===== src/rtl/cve2v_bench_monitor.sv =====
// Measures cycles and retired instructions between two back-to-back fence markers and a closing marker.
// Result held in DONE under valid/ready; optional wait for the vector unit to drain before DONE.
module cve2v_bench_monitor #(
  parameter int unsigned CntWidth   = 32,
  parameter logic [31:0] FenceInsn  = 32'h0ff0000f,
  parameter bit          VectorWait = 1'b0
) (
  input  logic                clk_i,
  input  logic                rst_ni,
  input  logic                rvfi_valid_i,
  input  logic [31:0]         rvfi_insn_i,
  input  logic                rvfi_trap_i,
  input  logic                vec_busy_i,
  output logic                stall_req_o,
  output logic                result_valid_o,
  input  logic                result_ready_i,
  output logic [CntWidth-1:0] cycles_o,
  output logic [CntWidth-1:0] instret_o,
  output logic [2:0]          state_o
);

  typedef enum logic [2:0] {
    IDLE     = 3'd0,
    ARMED    = 3'd1,
    RUNNING  = 3'd2,
    WAIT_VEC = 3'd3,
    DONE     = 3'd4
  } state_e;

  localparam logic [CntWidth-1:0] CntMax = {CntWidth{1'b1}};
  localparam logic [CntWidth-1:0] CntOne = {{(CntWidth-1){1'b0}}, 1'b1};

  state_e              state_q, state_d;
  logic [CntWidth-1:0] cycles_q, cycles_d;
  logic [CntWidth-1:0] instret_q, instret_d;
  logic                stall_q;
  logic                marker;
  logic                retire;

  function automatic logic [CntWidth-1:0] sat_inc(input logic [CntWidth-1:0] v);
    return (v == CntMax) ? v : v + CntOne;
  endfunction

  assign marker = rvfi_valid_i && !rvfi_trap_i && (rvfi_insn_i == FenceInsn);
  assign retire = rvfi_valid_i && !rvfi_trap_i;

  always_comb begin
    state_d   = state_q;
    cycles_d  = cycles_q;
    instret_d = instret_q;
    case (state_q)
      IDLE: begin
        if (marker) state_d = ARMED;
      end
      ARMED: begin
        // Any retirement decides: only an immediately following marker opens the window.
        if (rvfi_valid_i) begin
          if (marker) begin
            state_d   = RUNNING;
            cycles_d  = '0;
            instret_d = '0;
          end else begin
            state_d = IDLE;
          end
        end
      end
      RUNNING: begin
        cycles_d = sat_inc(cycles_q);
        if (retire && !marker) instret_d = sat_inc(instret_q);
        if (marker) state_d = VectorWait ? WAIT_VEC : DONE;
      end
      WAIT_VEC: begin
        cycles_d = sat_inc(cycles_q);
        if (!vec_busy_i) state_d = DONE;
      end
      DONE: begin
        if (result_ready_i) state_d = IDLE;
      end
      default: state_d = IDLE;
    endcase
  end

  always_ff @(posedge clk_i or negedge rst_ni) begin
    if (!rst_ni) begin
      state_q   <= IDLE;
      cycles_q  <= '0;
      instret_q <= '0;
      stall_q   <= 1'b0;
    end else begin
      state_q   <= state_d;
      cycles_q  <= cycles_d;
      instret_q <= instret_d;
      stall_q   <= (state_d == WAIT_VEC);
    end
  end

  assign stall_req_o    = stall_q;
  assign result_valid_o = (state_q == DONE);
  assign cycles_o       = cycles_q;
  assign instret_o      = instret_q;
  assign state_o        = state_q;

endmodule


===== config.mk =====
export PLATFORM = sky130hd
export DESIGN_NAME = cve2v_bench_monitor
export DESIGN_NICKNAME = d
export VERILOG_FILES = /design/src/rtl/cve2v_bench_monitor.sv
export SDC_FILE = /design/constraint.sdc
export NUM_CORES = 1
export LEC_CHECK = 0
export ABC_AREA = 1
export BUFFER_PORTS_ARGS = -buffer_cell sky130_fd_sc_hd__clkbuf_2
export CAP_MARGIN = 40
export CORE_UTILIZATION = 40
export DETAILED_ROUTE_END_ITERATION = 6
export PLACE_DENSITY = 0.6
export SYNTH_ARGS = -nofsm -noshare
export SYNTH_HDL_FRONTEND = slang
export SYNTH_SLANG_ARGS = --single-unit
export TNS_END_PERCENT = 5

===== constraint.sdc =====
create_clock -name clk_i -period 2.41 [get_ports clk_i]
set_input_delay 0.241 -clock clk_i [delete_from_list [all_inputs] [get_ports clk_i]]
set_output_delay 0.241 -clock clk_i [all_outputs]
set_load 0.02 [all_outputs]

==> impl_metrics.toml <==
[cells_and_area]
final_nets = 965
drive_gt1_share_pct = 16.9
post_layout_nonfiller_instances = 1097
num_antenna_cells = 0
syn2layout_area_growth_pct = 20.6
final_cell_area_sq_mm = 0.00602

[power_and_ir_drop]
pwr_density_cell_mw_per_mm2 = 412
power.leakage_uw = 0.00282
ir_worst_vdd_uv = 223

[drt]
drtAntennaViolNets = 0
first_iter_violations = 236
wl_microns = 14300
vias = 5238
wl_per_cell_microns = 13.0
vias_per_cell = 4.77
drtPass1Iterations = 4
drc = 0

[floorplanning]
rows = 40
dieArea_sq_mm = 0.0129
start_util_pct = 41.4
ios = 107
fp.coreArea_sq_mm = 0.0121
die_width_microns = 114
die_h_microns = 114

[clock_tree]
cts_root_buf = "clkbuf_16"
cts_tree = "done"
cts_sinks = 68
cts_made_buffers = 9
cts_resized = 0
clk_pin_slew_ps = 50
htreeDepth = 3
clk_path_buf_depth = 2
insertion_delay_ps = 350

[timing]
finalSetupViolations = 0
tns_ps = 0
max_freq_ghz = 0.462
fin_ws_ps = 246
worst-slew-pin-transition_ps = 870
rsz0062_at_grt = "false"
fin_crit_ps = 2160
max-slew-margin-rel_pct = 41.9
fin_skew_ps = 8.68
drv_slew = 0
finalCritPeriodShare_pct = 89.8
hold_viol_final = 0

[setup_path]
crit_arrival_ps = 2440
cp_data_required_time_ps = 2690
slowest_stage = "a21oi_4"
worstPathCellList = "ha_1 > inv_2 > nor2_4 > nand2_2 > nor2_4 > nand3_1 > nand2_2 > a21oi_4 > nand3_1 > nand2_1"
setup.worst_path.class = "flop to flop"
crit_path_end_kind = "flop"
r2r-start = "instret_o[0]"
critPathMaxStageDelay_ps = 670
critPathMaxFanout = 32
cp-startpoint = "instret_o[0]"
cp-start-kind = "flop"

[run]
max_cap_viol_count = 0

[synthesis]
syn_area_sq_mm = 0.00499
synthCells = 813
synth_top_area_share_pct = 34.1
syn_nets = 853
synth_edf_count = 0
yosysTopAreaCell = "dfrtp_1"
ys_seq_area_share_pct = 34.1
async_flop_share_pct = 100
synthFlopType = "dfrtp_1"
syn_area_per_cell_sq_um = 6.14
synth_warnings = 0
yosysUniqueCellTypes = 34
ys_ff_latch = 68
synth.area.top_cells = "dfrtp_1, nand2_1, nor2_1, nand3_1, inv_1"

[hold_path]
worstHoldPathType = "input pin to flop"
hold_start = "vec_busy_i"

[place]
pre_cts_ws_ps = 242
hpwl_microns = 10800
dp_cells = 1081
portBuffers = 106
place.gp.congestion = 0.948
dpl_cell_area_sq_mm = 0.00574

[grt]
grt_pass1_vias = 4960
grt_max_degree = 47
antenna_found_initial = 0
grt_pass1_wl_microns = 23600
grtUsageTotal_pct = 23.5
grt_overflow_total = 0

[outcome]
status = "finished, final reports clean"
synthesized netlist by cell type (3+ instances only):
cell type  instances
nor2_2             3
nor2_1           163
inv_1             62
nand3_1           63
inv_2              8
nand4_1            6
nand2_2            4
xnor2_1           22
nand2_1          336
or2_2              4
nor3_1             4
xor2_1            13
nand3b_1           3
a21oi_1            4
buf_4              3
dfrtp_1           68
o21ai_0           17
clkbuf_1           8
buf_6              4
state kept, by name, indices dropped and copies added, names as in the netlist:
| register | count |
|---|---|
| cycles_o | 32 |
| instret_o | 32 |
| stall_req_o | 1 |
| state_o | 3 |
cell usage in the layout (no fill, tap or decap), types with 4 or more instances in the layout:
master     synthesis  final
a21oi_1            4      4
inv_1             62     62
nor3_1             4      4
o21ai_0           17     17
nand2_2            4      4
or2_2              4      4
nand3_1           63     63
dfrtp_1           68     68
inv_2              8      8
buf_4              3     12
clkbuf_2           0    105
nand2_1          336    336
nor2_1           163    163
nand4_1            6      6
clkbuf_16          0      9
xnor2_1           22     22
xor2_1            13     13
cell type report:
type | count | area (sq um)
repair buffers | 120 | 673
multi-input cells | 656 | 2900
clock inverters | 1 | 7.51
clock buffers | 14 | 264
fillers | 1295 | 6040
inverters | 70 | 263
flip-flops and latches | 68 | 1700
well taps | 168 | 210
per-layer routing:
metal	track usage, %	up-vias	part of all wire [%]
li1	-	2726	-
met1	28.3	2379	46
met3	3.24	28	2.7
met5	0	-	0
met4	11.1	0	2.7
met2	41.4	105	49
metrics by stage:
step | power, uW | utilization (%) | hold WS [ps]
2_1_floorplan | 1190 | - | -54.6
3_3_place_gp | 1250 | 47.3 | 426
3_5_place_dp | 1250 | 47.6 | 178
4_1_cts | 2520 | 49.9 | 157
5_1_grt | 2560 | 49.9 | 188
6_report | 2480 | 49.9 | 178
worst max-delay path: cells and delay by family, from the launching register on:
family          cells  cell delay, ps
simple gates        7             640
buf+inv             1              80
flops               1             450
fa+ha+maj           1             250
compound gates      1             670
logic make-up (layout without fill, tap and decap cells):
group	Yosys count	after routing	share of synthesized area [%]
xor gates and xnor gates	35	35	6.14
AOI/OAI and AO/OA	26	26	3.06
DFF	68	68	34.1
and+or+nand+nor	593	593	48.4
buffers and inverters	89	205	7.80
adders and majority gates	2	2	0.501
power by group:
part | total, uW | switching (uW) | internal (uW)
Combinational | 88.3 | 50.8 | 37.5
Sequential | 1140 | 0.00000855 | 1140
Clock | 1250 | 500 | 748
final timing paths:
kind	end	slack (ps)	cells past startpoint
setup / recovery	instret_o[1]	250	10
hold / removal	stall_req_o	180	3
setup reg to reg	instret_o[1]	250	10
hold reg to reg	cycles_o[24]	560	2
max in group asynchronous	instret_o[18]	1520	3
min in group asynchronous	cycles_o[1]	350	2
what timing repair did:
action	in CTS	in global routing
hold buffers	1	0
setup buffers	0	0
hold endpoints to repair	22	0
Note: power is estimated with default switching activity, not from simulation.
